### src/rtl/alu_pkg.sv
// rtl/alu_pkg.sv - shared ALU op encodings and datapath width
package alu_pkg;

    localparam int XLEN = 32;

    typedef enum logic [2:0] {
        ALU_ADD = 3'b000,
        ALU_SUB = 3'b001,
        ALU_AND = 3'b010,
        ALU_OR  = 3'b011,
        ALU_XOR = 3'b100
    } alu_op_e;

    localparam logic [2:0] ALU_OP_MAX = 3'b100;

endpackage

### src/rtl/alu_basic.sv
// rtl/alu_basic.sv - basic 32-bit ALU: ADD/SUB/AND/OR/XOR, illegal selects flag err
module alu_basic
    import alu_pkg::*;
(
    input  logic [XLEN-1:0] src1,
    input  logic [XLEN-1:0] src2,
    input  logic [2:0]      sel,
    output logic [XLEN-1:0] result,
    output logic            err
);

    always_comb begin
        result = '0;
        err    = (sel > ALU_OP_MAX);
        case (alu_op_e'(sel))
            ALU_ADD: result = src1 + src2;
            ALU_SUB: result = src1 + ~src2 + XLEN'(1);
            ALU_AND: result = src1 & src2;
            ALU_OR:  result = src1 | src2;
            ALU_XOR: result = src1 ^ src2;
            default: result = '0;
        endcase
    end

endmodule

### src/rtl/rr_arbiter.sv
// rtl/rr_arbiter.sv - combinational round-robin arbiter scanning upward from rr_ptr
module rr_arbiter #(
    parameter  int NUM_REQ = 2,
    localparam int ID_W    = $clog2(NUM_REQ)
) (
    input  logic [NUM_REQ-1:0] req,
    input  logic               en,
    input  logic [ID_W-1:0]    rr_ptr,
    output logic [NUM_REQ-1:0] gnt,
    output logic [ID_W-1:0]    gnt_idx
);

    logic found;

    always_comb begin
        gnt     = '0;
        gnt_idx = '0;
        found   = 1'b0;
        for (int i = 0; i < NUM_REQ; i++) begin
            int k;
            logic [ID_W-1:0] idx;
            // Wrap manually so non-power-of-two NUM_REQ stays in range.
            k = int'(rr_ptr) + i;
            if (k >= NUM_REQ) begin
                k = k - NUM_REQ;
            end
            idx = ID_W'(k);
            if (en && !found && req[idx]) begin
                gnt[idx] = 1'b1;
                gnt_idx  = idx;
                found    = 1'b1;
            end
        end
    end

endmodule

### src/rtl/alu_share_arbiter.sv
// rtl/alu_share_arbiter.sv - one ALU shared round-robin by NUM_REQ requesters, one-entry tagged response slot
module alu_share_arbiter
    import alu_pkg::*;
#(
    parameter int NUM_REQ = 2,
    parameter int ID_W    = $clog2(NUM_REQ)
) (
    input  logic                           clk,
    input  logic                           rst_n,
    input  logic [NUM_REQ-1:0]             req_valid,
    output logic [NUM_REQ-1:0]             req_ready,
    input  logic [NUM_REQ-1:0][XLEN-1:0]   req_src1,
    input  logic [NUM_REQ-1:0][XLEN-1:0]   req_src2,
    input  logic [NUM_REQ-1:0][2:0]        req_sel,
    output logic                           rsp_valid,
    input  logic                           rsp_ready,
    output logic [ID_W-1:0]                rsp_id,
    output logic [XLEN-1:0]                rsp_result,
    output logic                           rsp_err
);

    logic [NUM_REQ-1:0] gnt;
    logic [ID_W-1:0]    gnt_idx;
    logic [ID_W-1:0]    rr_ptr;
    logic               can_accept;
    logic               issue;
    logic [XLEN-1:0]    alu_result;
    logic               alu_err;

    // Slot refills in the same cycle it drains, giving one op per cycle.
    assign can_accept = !rsp_valid || rsp_ready;

    rr_arbiter #(
        .NUM_REQ (NUM_REQ)
    ) u_rr_arbiter (
        .req     (req_valid),
        .en      (can_accept),
        .rr_ptr  (rr_ptr),
        .gnt     (gnt),
        .gnt_idx (gnt_idx)
    );

    assign req_ready = gnt;
    assign issue     = |(req_valid & gnt);

    alu_basic u_alu (
        .src1   (req_src1[gnt_idx]),
        .src2   (req_src2[gnt_idx]),
        .sel    (req_sel[gnt_idx]),
        .result (alu_result),
        .err    (alu_err)
    );

    always_ff @(posedge clk or negedge rst_n) begin
        if (!rst_n) begin
            rsp_valid  <= 1'b0;
            rsp_id     <= '0;
            rsp_result <= '0;
            rsp_err    <= 1'b0;
            rr_ptr     <= '0;
        end else if (issue) begin
            rsp_valid  <= 1'b1;
            rsp_id     <= gnt_idx;
            rsp_result <= alu_result;
            rsp_err    <= alu_err;
            rr_ptr     <= (gnt_idx == ID_W'(NUM_REQ - 1)) ? '0 : gnt_idx + ID_W'(1);
        end else if (rsp_ready) begin
            rsp_valid  <= 1'b0;
        end
    end

endmodule
### config.mk
export PLATFORM = sky130hd
export DESIGN_NAME = alu_share_arbiter
export DESIGN_NICKNAME = d
export VERILOG_FILES = /design/src/rtl/alu_pkg.sv /design/src/rtl/alu_basic.sv /design/src/rtl/rr_arbiter.sv /design/src/rtl/alu_share_arbiter.sv
export SDC_FILE = /design/constraint.sdc
export NUM_CORES = 1
export LEC_CHECK = 0
export CELL_PAD_IN_SITES_DETAIL_PLACEMENT = 2
export CELL_PAD_IN_SITES_GLOBAL_PLACEMENT = 2
export CORE_AREA = 2 2 165 167
export CTS_BUF_LIST = sky130_fd_sc_hd__clkbuf_16
export DETAILED_ROUTE_END_ITERATION = 8
export DIE_AREA = 0 0 167 169
export HOLD_SLACK_MARGIN = 0.06
export PLACE_DENSITY = 0.87
export SYNTH_ARGS = -nofsm -noshare
export SYNTH_HDL_FRONTEND = slang
export SYNTH_SLANG_ARGS = --single-unit
### constraint.sdc
create_clock -name clk -period 14.45 [get_ports clk]
set_input_delay 4.335 -clock clk [delete_from_list [all_inputs] [get_ports clk]]
set_output_delay 4.335 -clock clk [all_outputs]
set_load 0.01 [all_outputs]
==> metrics.md <==
| Metric | Value |
|---|---|
| Vias | `8,312` |
| RSZ-0062 raised after global routing | `no` |
| Synth top cells by count | `nand2_1, a21oi_1, ha_1` |
| Total GRT Usage | `0.216` |
| CP startpoint kind | `primary input` |
| Initial core utilization | `0.265` |
| WL per Instance | `20.6 um` |
| MaxCap Viol Count | `0` |
| Synth Flop Type | `dfrtp_1` |
| Clock Sinks | `36` |
| CP Capture Type | `output pin` |
| CTS tree | `built` |
| Syn Nets | `1,283` |
| Crit Path Class | `in2out` |
| Share of layout cells above drive strength 1 | `0.0425` |
| Syn Area/Cell | `between 6 and 7 um2` |
| Synthesized instance count | `about 1,000` |
| Slew headroom | `0.267` |
| Final Hold Violating Endpoints | `0` |
| Dpl cells | `1,510` |
| CP cell instances | `clkdlybuf4s50_1 -> nand2b_1 -> nand3_4 -> buf_4 -> inv_2 -> clkdlybuf4s50_1` |
| R2R setup slack | `9.06 ns` |
| WL final | `31.2 mm` |
| Cts hold-fix bufs | `0` |
| DRT iter0 DRCs | `446` |
| Max incr delay on CP | `0.58 ns` |
| Async S/R FF share, synth | `1.00` |
| EDFF count, synth | `0` |
| Cts bufs inserted | `5` |
| Die ar. | `28,200 um2` |
| Crit path max-delay family | `buffers and inverters` |
| Critical Path AT | `6.35 ns` |
| First-pass GRT wire length | `49.0 mm` |
| Fin cells | `1,519` |
| Pint | `approximately 430 uW` |
| Slew Viols, Final | `0` |
| IO Pins | `between 150 and 200` |
| LEAKAGE | `about 0.0042 uW` |
| Cell Rows | `60` |
| Final antenna-violating net count | `0` |
| Switching share of power | `0.500` |
| Setup bufs post-CTS | `0` |
| Fillers | `3,157` |
| Crit path max-delay cell type | `buf_4` |
| Count leader, synth | `nand2_1` |
| Hpwl dp | `23.8 mm` |
| Buffers on Ports | `175` |
| Synth unique cells | `76` |
| Required @ worst endpoint | `10.11 ns` |
| Post-Syn Area | `7030 um2` |
| Setup-failing EPs final | `0` |
| Worst Hold Class | `reg2reg` |
| Status | `complete, no violations` |
| Worst-Margin Slew | `approximately 1.1 ns` |
| Flop pwr share | `0.169` |
| GRT Residual Overflow | `0` |
| CTS H-tree depth | `2` |
| Post-route clock period utilization | `0.739` |
| Clock Skews | `about 0.0084 ns` |
| Die width | `167 um` |
| Setup TNS | `0 ns` |
| DR DRC count | `0` |
| Largest net degree at the start of global routing | `71` |
| Register area share after synthesis | `0.128` |
| Nets | `1,413` |
| Fmax achieved | `93.6 MHz` |
| Area Growth Syn to Fin | `31.3%` |
| Synth area leader | `ha_1` |
| Register clock-pin slew on the reported worst setup and hold paths | `0.07 ns` |
| DRT Pass-1 Iters | `5` |
| Area share of the largest cell type after synthesis | `0.171` |
| Synth Register Bits | `36` |
| Most area-consuming cells after synthesis | `ha_1, dfrtp_1, nand2_1, a21oi_1, o21ai_0` |
| Clk pwr share | `0.142` |
| Post-CTS Resized | `0` |
| VDD IR max | `0.0409 mV` |
| Most used cell, CP | `clkdlybuf4s50_1` |
| CP max FO | `55` |
| Via density | `5.47` |
| Vias in the first global route | `8,883` |
| NetSw | `429 uW` |
| Core area | `26,500 um2` |
| Final GP Congestion | `around 0.9` |
| Initial antenna violation count | `0` |
| Synth warn | `0` |
| Comb power frac | `0.689` |
| Worst Path Buf+Inv | `4` |
| Root buffer cell | `clkbuf_16` |
| Final Critical Period | `10.68 ns` |
| Power per cell area | `93.0 nW/um2` |
| Clock Latency Late Sink | `0.31 ns` |
| Die Height | `169 um` |
| Clock tree buffer depth | `2` |
## worst register-to-register path: cells and delay by family (launching register included)
| family | cells | cell delay (ns) |
|---|---|---|
| simple gates | 7 | 1.21 |
| buf+inv | 3 | 1.01 |
| fa+ha+maj | 1 | 0.42 |
| compound gates | 7 | 2.20 |
| flops | 1 | 0.42 |
## final timing paths
kind / to / depth (start not counted) / startpoint
worst max-delay path: req_ready[1] / 6 / req_valid[0]
worst min-delay path: rsp_id$_DFFE_PN0P_ / 2 / rsp_id$_DFFE_PN0P_
worst max register to register: rsp_result[31]$_DFFE_PN0P_ / 18 / rr_ptr$_DFFE_PN0P_
worst min register to register: rsp_id$_DFFE_PN0P_ / 2 / rsp_id$_DFFE_PN0P_
max in group asynchronous: rsp_result[26]$_DFFE_PN0P_ / 1 / rst_n
min in group asynchronous: rsp_result[28]$_DFFE_PN0P_ / 1 / rst_n
## power groups by stage
stage	clock network [uW]	logic [uW]	registers [uW]
2_1_floorplan	0	350	150
3_3_place_gp	0	565	146
3_5_place_dp	0	586	147
4_1_cts	124	590	145
5_1_grt	126	651	147
6_report	122	591	145
## cell type report
cell class / instances / area [um2] / share of cell area
clock inverter: 3 / 18.8 / 0.00203
clock buffer: 5 / 125 / 0.0136
tap: 341 / 427 / 0.0462
timing repair buffer: 186 / 1830 / 0.198
sequential: 36 / 901 / 0.0976
antenna: 1 / 2.50 / 0.000271
inverter: 88 / 330 / 0.0358
multi-input combinational: 859 / 5590 / 0.606
## flip-flops by register name (all words and copies together) (netlist names)
register and count:
rr_ptr 1, rsp_err 1, rsp_id 1, rsp_result 32, rsp_valid 1
## cells by family (layout without fill, tap and decap cells)
| kind of cell | after synthesis | in the layout | synth area share |
|---|---|---|---|
| adder cells (fa/ha/maj) | 98 | 98 | 0.177 |
| XOR/XNOR | 14 | 14 | 0.0174 |
| other | 0 | 1 | 0 |
| flip-flops | 36 | 36 | 0.128 |
| buffers and inverters | 151 | 282 | 0.0815 |
| multiplexers | 40 | 40 | 0.0593 |
| AO/OA/AOI/OAI | 340 | 340 | 0.312 |
| AND/OR/NAND/NOR | 367 | 367 | 0.225 |
## layout by cell type, fill, tap and decap left out, drive strengths merged, types with 6 or more instances in the layout
cell type,Yosys,routed
ha,96,96
nor2b,11,11
a211oi,22,22
nand2,212,212
o21bai,11,11
mux2i,36,36
nand3,12,12
o22ai,6,6
o311ai,6,6
nor3,16,16
o31ai,7,7
o211ai,7,7
o221ai,8,8
a22oi,7,7
buf,13,12
nor2,77,77
xnor2,10,10
a31oi,14,14
clkdlybuf4s50,0,174
a21o,13,13
inv,87,87
o21ai,75,75
dfrtp,36,36
a21oi,107,107
nand2b,8,8
or3,7,7
## layer usage
metal / wire length (um) / part of all wire / track usage / vias to the layer above
met5: 0 / 0 / 0 / -
met4: 461 / 0.015 / 0.0510 / 0
met3: 1190 / 0.038 / 0.0281 / 31
li1: - / - / - / 3943
met1: 14300 / 0.46 / 0.277 / 4141
met2: 15200 / 0.49 / 0.384 / 197
## metrics by stage
stage	power, uW	area [um2]	util	hold WS [ns]	setup slack, ns
3_3_place_gp	711	9080	0.343	0.465	3.79
5_1_grt	924	9230	0.348	0.515	3.60
2_1_floorplan	500	7030	-	0.478	4.83
4_1_cts	859	9230	0.348	0.494	3.72
6_report	858	9230	0.348	0.488	3.77
3_5_place_dp	733	9080	0.343	0.476	3.74
No activity file was read; power rests on OpenSTA's default activity.
